`src/rtl/dfm_pkg.sv`:
```
// Types and constants shared by the frequency-measurement datapath blocks.
// The measurement word is packed as {sig_cnt, ref_cnt}.
package dfm_pkg;

    localparam int unsigned CNT_W        = 32;
    localparam int unsigned MAX_LOG2_DEF = 7;

    typedef struct packed {
        logic [CNT_W-1:0] sig_cnt;
        logic [CNT_W-1:0] ref_cnt;
    } meas_smp_t;

    typedef enum logic [1:0] {
        ST_IDLE,
        ST_ACC,
        ST_EMIT
    } avg_state_t;

endpackage

```
`src/rtl/avg_lane.sv`:
```
// One averaging lane: wide accumulator plus round-half-up shifter.
// On emit the completing sample is folded in directly, so the mean leaves one cycle after it.
module avg_lane
    import dfm_pkg::*;
#(
    parameter int unsigned MAX_LOG2 = MAX_LOG2_DEF,
    parameter int unsigned LOG2_W   = 3
) (
    input  logic              clk_i,
    input  logic              rst_i,
    input  logic [CNT_W-1:0]  smp_i,
    input  logic              add_en_i,
    input  logic              clr_i,
    input  logic              emit_i,
    input  logic [LOG2_W-1:0] shift_i,
    output logic [CNT_W-1:0]  avg_o
);

    localparam int unsigned ACC_W = CNT_W + MAX_LOG2;
    localparam int unsigned SUM_W = ACC_W + 1;

    logic [ACC_W-1:0] acc_q, acc_d;
    logic [CNT_W-1:0] avg_q, avg_d;
    logic [SUM_W-1:0] sum;
    logic [SUM_W-1:0] rnd;

    always_comb begin
        sum   = {1'b0, acc_q} + SUM_W'(smp_i);
        // Half-LSB rounding term; shifting back down yields zero when shift_i is 0.
        rnd   = (SUM_W'(1) << shift_i) >> 1;
        acc_d = acc_q;
        avg_d = avg_q;
        if (clr_i) begin
            acc_d = '0;
        end else if (add_en_i) begin
            if (emit_i) begin
                acc_d = '0;
                avg_d = CNT_W'((sum + rnd) >> shift_i);
            end else begin
                acc_d = sum[ACC_W-1:0];
            end
        end
    end

    always_ff @(posedge clk_i) begin
        if (rst_i) begin
            acc_q <= '0;
            avg_q <= '0;
        end else begin
            acc_q <= acc_d;
            avg_q <= avg_d;
        end
    end

    assign avg_o = avg_q;

endmodule

```
`src/rtl/meas_avg.sv`:
```
// Block averager: sums 2^L measurement words per lane and emits one rounded mean word.
// Holds the sample count, the latched exponent and the block FSM; the lanes hold the data.
module meas_avg
    import dfm_pkg::*;
#(
    parameter int unsigned MAX_LOG2 = MAX_LOG2_DEF,
    parameter int unsigned LOG2_W   = 3
) (
    input  logic              clk_i,
    input  logic              rst_i,
    input  logic              smp_vld_i,
    input  logic [63:0]       smp_data_i,
    input  logic [LOG2_W-1:0] avg_log2_i,
    input  logic              clr_i,
    output logic              avg_vld_o,
    output logic [63:0]       avg_data_o,
    output logic              busy_o
);

    localparam int unsigned CW = MAX_LOG2 + 1;

    avg_state_t        state_q;
    logic [CW-1:0]     cnt_q;
    logic [LOG2_W-1:0] l_lat_q;
    logic              vld_q;
    logic              busy_q;

    meas_smp_t         smp;
    logic [LOG2_W-1:0] l_clamp;
    logic [LOG2_W-1:0] l_eff;
    logic [CW-1:0]     blk_len;
    logic              take;
    logic              blk_end;
    logic [CNT_W-1:0]  sig_avg;
    logic [CNT_W-1:0]  ref_avg;

    assign smp = smp_data_i;

    always_comb begin
        l_clamp = (avg_log2_i > LOG2_W'(MAX_LOG2)) ? LOG2_W'(MAX_LOG2) : avg_log2_i;
        // Outside ACC the count is zero, so the incoming sample opens a block with a fresh exponent.
        l_eff   = (state_q == ST_ACC) ? l_lat_q : l_clamp;
        blk_len = CW'(1) << l_eff;
        take    = smp_vld_i && !clr_i;
        blk_end = take && ((cnt_q + CW'(1)) == blk_len);
    end

    always_ff @(posedge clk_i) begin
        if (rst_i) begin
            state_q <= ST_IDLE;
            cnt_q   <= '0;
            l_lat_q <= '0;
            vld_q   <= 1'b0;
            busy_q  <= 1'b0;
        end else if (clr_i) begin
            state_q <= ST_IDLE;
            cnt_q   <= '0;
            vld_q   <= 1'b0;
            busy_q  <= 1'b0;
        end else if (blk_end) begin
            state_q <= ST_EMIT;
            cnt_q   <= '0;
            l_lat_q <= l_eff;
            vld_q   <= 1'b1;
            busy_q  <= 1'b0;
        end else if (take) begin
            state_q <= ST_ACC;
            cnt_q   <= cnt_q + CW'(1);
            l_lat_q <= l_eff;
            vld_q   <= 1'b0;
            busy_q  <= 1'b1;
        end else begin
            vld_q <= 1'b0;
            if (state_q == ST_EMIT) begin
                state_q <= ST_IDLE;
            end
        end
    end

    avg_lane #(
        .MAX_LOG2 (MAX_LOG2),
        .LOG2_W   (LOG2_W)
    ) u_sig_lane (
        .clk_i    (clk_i),
        .rst_i    (rst_i),
        .smp_i    (smp.sig_cnt),
        .add_en_i (take),
        .clr_i    (clr_i),
        .emit_i   (blk_end),
        .shift_i  (l_eff),
        .avg_o    (sig_avg)
    );

    avg_lane #(
        .MAX_LOG2 (MAX_LOG2),
        .LOG2_W   (LOG2_W)
    ) u_ref_lane (
        .clk_i    (clk_i),
        .rst_i    (rst_i),
        .smp_i    (smp.ref_cnt),
        .add_en_i (take),
        .clr_i    (clr_i),
        .emit_i   (blk_end),
        .shift_i  (l_eff),
        .avg_o    (ref_avg)
    );

    assign avg_vld_o  = vld_q;
    assign avg_data_o = {sig_avg, ref_avg};
    assign busy_o     = busy_q;

endmodule

```
`config.mk`:
```
export PLATFORM = sky130hd
export DESIGN_NAME = meas_avg
export DESIGN_NICKNAME = d
export VERILOG_FILES = /design/src/rtl/dfm_pkg.sv /design/src/rtl/avg_lane.sv /design/src/rtl/meas_avg.sv
export SDC_FILE = /design/constraint.sdc
export NUM_CORES = 1
export LEC_CHECK = 0
export BUFFER_PORTS_ARGS = -buffer_cell sky130_fd_sc_hd__buf_2
export CORE_ASPECT_RATIO = 1.75
export CORE_UTILIZATION = 52
export DETAILED_ROUTE_END_ITERATION = 12
export PLACE_DENSITY_LB_ADDON = 0.2
export SKIP_LAST_GASP = 1
export SLEW_MARGIN = 10
export SYNTH_ARGS = -nofsm -noshare
export SYNTH_HDL_FRONTEND = slang
export SYNTH_HIERARCHICAL = 1
export SYNTH_SLANG_ARGS = --single-unit
```
`constraint.sdc`:
```
create_clock -name clk_i -period 9.5 [get_ports clk_i]
set_clock_uncertainty 0.2 [all_clocks]
set_input_delay 0.95 -clock clk_i [delete_from_list [all_inputs] [get_ports clk_i]]
set_output_delay 0.95 -clock clk_i [all_outputs]
set_load 0.05 [all_outputs]
```
==> parameters.txt <==
Parameter                              Value

Clock network
  Max clock buf depth ... 2
  Skew-Pair Late Insertion Delay ... 0.47 ns
  CTS Hold Buffers Added ... 0
  CTS tree ... built
  Clock net sink count ... 157
  Number of gates resized after CTS ... 0
  Post-CTS Setup Bufs ... 0
  CTS H-tree depth ... 4
  Total clock buffers created by CTS ... 17
  Worst-path clk slew ... 0.07 ns
  Root Driver ... sky130_fd_sc_hd__clkbuf_16

Global routing
  Overall Global Routing Usage ... 35.1%
  Maximum number of pins on one net before global-route repair ... 86
  Via count of the first global-routing pass ... 16600
  Overflow after GRT ... 0
  First-pass GRT wire length ... 86400 um
  Antenna violations before repair ... 0

Die
  Initial Utilization ... 53.2%
  Die footprint ... 31600 sq um
  # rows ... 84
  Top Ports ... 137
  Area of the placeable core ... 30200 sq um
  Height of the die ... 234 um
  Die width ... 135 um

Setup path
  Reg-to-reg startpoint ... state_q[1]
  R2R depth ... 18
  Critical path's most frequent cell ... sky130_fd_sc_hd__nand3_1
  Number of buffer and inverter instances along the worst setup path ... 1
  Worst-path maximum fanout ... 85
  Kind of start point of the critical path ... flip-flop
  Required time of the critical path ... 9.66 ns
  Cell chain of the critical path ... nand2b_1, mux2_4, clkinv_1, nor3_1, ha_1, and2_1, nand3_1, o211ai_1, nand3_1, nor3_1, nand3_1, nor2_1, nand2_1, xor2_1, nor2_1, a2111oi_0, a211oi_1, a31o_1
  Critical Path Max Stage Delay ... 0.83 ns
  Endpoint type of the worst setup path ... flip-flop
  Minimum setup slack among reg-to-reg paths ... 2.42 ns
  Worst setup path class ... reg2reg
  CP delay by family, top ... simple AND/OR/NAND/NOR gates
  Data arrival time of the critical path ... 7.24 ns
  Worst reg2reg endpoint ... u_ref_lane/avg_o[24]
  Slowest-stage cell, CP ... sky130_fd_sc_hd__mux2_4

Placed design
  Final weighted congestion of routability-driven global placement ... 0.974
  Cell Count Post-Placement ... 2560
  Quantity of I/O buffers inserted on ports ... 136
  HPWL after DPL ... 43800 um

Synth
  Syn nets ... 2317
  Post-synthesis instance area ... 16100 sq um
  Most frequently used flop master after synthesis ... sky130_fd_sc_hd__dfxtp_1
  Cells after Synth ... 2163
  Portion of netlist area occupied by mux cells ... 5.66%
  Post-synthesis share of cell area spent on and, or, nand and nor gates ... 26.8%
  Cell taking the most area after synthesis ... sky130_fd_sc_hd__dfxtp_1
  Synth async-reset ratio ... 0%
  Share of the yosys chip area belonging to registers ... 19.6%
  Synthesized-area fraction occupied by adder cells ... 6.65%
  Largest family of logic cells by synthesized area ... compound AO/OA/AOI/OAI gates
  EDFF count, synth ... 0
  Leading cell types by count after synthesis ... sky130_fd_sc_hd__nor2_1, sky130_fd_sc_hd__nand2_1, sky130_fd_sc_hd__dfxtp_1
  Complex-gate fraction of the synthesized area ... 31.0%
  Syn Area/Cell ... 7.43 sq um
  Top cells by area, synth ... sky130_fd_sc_hd__dfxtp_1, sky130_fd_sc_hd__nor2_1, sky130_fd_sc_hd__ha_1, sky130_fd_sc_hd__a21oi_1, sky130_fd_sc_hd__nand2_1
  Top cell type's share of synthesized area ... 19.6%
  Yosys Warn Count ... 6
  Post-synthesis cell type count ... 120
  XOR/XNOR Fraction of Synth Area ... 5.81%
  Top-count cell post-synth ... sky130_fd_sc_hd__nor2_1
  Seq cells post-synth ... 157

STA
  Unrepaired setup endpoints after global routing ... no
  Slew @ Worst Pin ... 1.14 ns
  Fmax achieved ... 141 MHz
  Final Max Slew Viols ... 0
  Total negative slack for setup checks ... 0 ns
  Post-route minimum period ... 7.08 ns
  Final setup viols ... 0
  Slew HR ... 23.7%
  Final worst-path cycle share ... 74.6%
  Hold violation total from the final report ... 0

Min path
  HP Start ... u_ref_lane/avg_o[12]
  Endpoint with the worst hold slack ... u_ref_lane/avg_o[12]
  Hold Crit Class ... reg2reg
  Worst hold path stage count ... 2

Cells and area
  Non-filler instance count after layout ... 2592
  Net total in the final layout ... 2346
  Share of the core filled with cells ... 57.5%
  Number of inserted diodes ... 0
  Syn-to-layout area delta ... 8.06%
  Fraction of final layout cells sized beyond drive strength 1 ... 13.5%

Routing
  Average vias per placed instance ... 6.69
  Routed len/inst ... 21.7 um
  WL final ... 56200 um
  Routed Antenna Nets ... 0
  DRT Pass-1 Iters ... 5
  Violation count after the first detailed-route iteration ... 1102
  DRC violation count after routing ... 0
  Via total after detailed routing ... 17300

Run
  Max-cap check violation count ... 0

Pwr
  IR drop worst, VDD ... 0.000129 V
  Power Density ... 116 nW/um^2
  Design Power ... 2.01 mW
  Static power due to leakage ... 6.73 nW

Status
  Outcome ... finished clean
[logic make-up (layout without fill, tap and decap cells)]
| group | after synthesis | in the layout |
|---|---|---|
| simple gates | 868 | 868 |
| compound gates | 698 | 698 |
| buf+inv | 174 | 216 |
| flops | 157 | 157 |
| xor+xnor | 104 | 104 |
| fa+ha+maj | 83 | 83 |
| mux | 79 | 79 |
[metal layers]
layer	part of all wire, %	vias to the layer above	GRT usage, %	wire length (um)
li1	-	8257	-	-
met1	33	8229	31.4	18700
met2	54	599	68.0	30300
met3	4.2	247	5.28	2340
met4	8.5	0	29.2	4770
met5	0	-	0	0
[final cells by class]
class | instances | area, sq um
Inverter | 30 | 113
Clock buffer | 17 | 425
Multi-Input combinational cell | 1832 | 12200
Timing Repair Buffer | 154 | 816
Clock inverter | 15 | 154
Fill cell | 2973 | 12800
Tap cell | 387 | 484
Sequential cell | 157 | 3140
[tightest hold or removal path, delay by kind of cell, from the launching register on]
kind / cells / cell delay, ns
flops: 1 / 0.31
simple gates: 1 / 0.05
compound gates: 1 / 0.05
[flip-flops by register name (all words and copies together) (netlist names)]
name / flops
u_ref_lane/acc_q: 39
u_sig_lane/acc_q: 39
u_ref_lane/avg_o: 32
u_sig_lane/avg_o: 32
cnt_q: 8
l_lat_q: 3
state_q: 2
avg_vld_o: 1
busy_o: 1
[through the flow]
step                setup WS, ns  hold slack, ns  instance area (sq um)
floorplan                   3.94           0.259                  16100
global placement            2.62           0.240                  16800
detailed placement          2.45           0.243                  16800
CTS                         2.66           0.253                  17400
global route                1.89           0.276                  17400
finish                      2.42           0.249                  17400
[cell usage in the layout, fill, tap and decap left out, types with 9 or more instances in the layout]
master and instances:
sky130_fd_sc_hd__nor2_1 288, sky130_fd_sc_hd__nand2_1 186, sky130_fd_sc_hd__dfxtp_1 157, sky130_fd_sc_hd__a21oi_1 142, sky130_fd_sc_hd__buf_2 136, sky130_fd_sc_hd__o21ai_0 92, sky130_fd_sc_hd__nand3_1 81, sky130_fd_sc_hd__ha_1 79
sky130_fd_sc_hd__a22oi_1 73, sky130_fd_sc_hd__nor3_1 68, sky130_fd_sc_hd__xnor2_1 67, sky130_fd_sc_hd__mux2i_1 60, sky130_fd_sc_hd__a211oi_1 50, sky130_fd_sc_hd__nand4_1 38, sky130_fd_sc_hd__xor2_1 34, sky130_fd_sc_hd__o211ai_1 32
sky130_fd_sc_hd__a21o_1 30, sky130_fd_sc_hd__and3_1 28, sky130_fd_sc_hd__a31oi_1 26, sky130_fd_sc_hd__and2_1 24, sky130_fd_sc_hd__inv_1 22, sky130_fd_sc_hd__nor4_1 22, sky130_fd_sc_hd__o221ai_1 20, sky130_fd_sc_hd__nand2b_1 19
sky130_fd_sc_hd__o21a_1 19, sky130_fd_sc_hd__o21ai_1 19, sky130_fd_sc_hd__buf_4 18, sky130_fd_sc_hd__o31ai_1 18, sky130_fd_sc_hd__clkbuf_16 17, sky130_fd_sc_hd__or3_1 16, sky130_fd_sc_hd__and4_1 15, sky130_fd_sc_hd__nor2_2 14
sky130_fd_sc_hd__o21bai_1 11, sky130_fd_sc_hd__a211o_1 11, sky130_fd_sc_hd__or2_2 10, sky130_fd_sc_hd__o32ai_1 10, sky130_fd_sc_hd__nor3b_1 9, sky130_fd_sc_hd__a311oi_1 9
[worst max path at each step]
stage / cells after the start / start / slack (ns) / end
finish: 18 / state_q[1] / 2.42 / u_ref_lane/avg_o[24]
global route: 18 / state_q[1] / 1.89 / u_ref_lane/avg_o[24]
CTS: 18 / state_q[1] / 2.66 / u_ref_lane/avg_o[24]
detailed placement: 18 / avg_log2_i[0] / 2.45 / u_ref_lane/avg_o[24]
global placement: 18 / avg_log2_i[0] / 2.62 / u_ref_lane/avg_o[24]
floorplan: 19 / avg_log2_i[0] / 3.94 / u_sig_lane/avg_o[31]
[power breakdown]
| group | leakage [nW] | switching (mW) | internal (mW) |
|---|---|---|---|
| clock network | 0.281 | 0.335 | 0.370 |
| registers | 1.27 | 0.00618 | 0.666 |
| logic | 5.19 | 0.414 | 0.217 |
(Power assumes the default switching activity.)
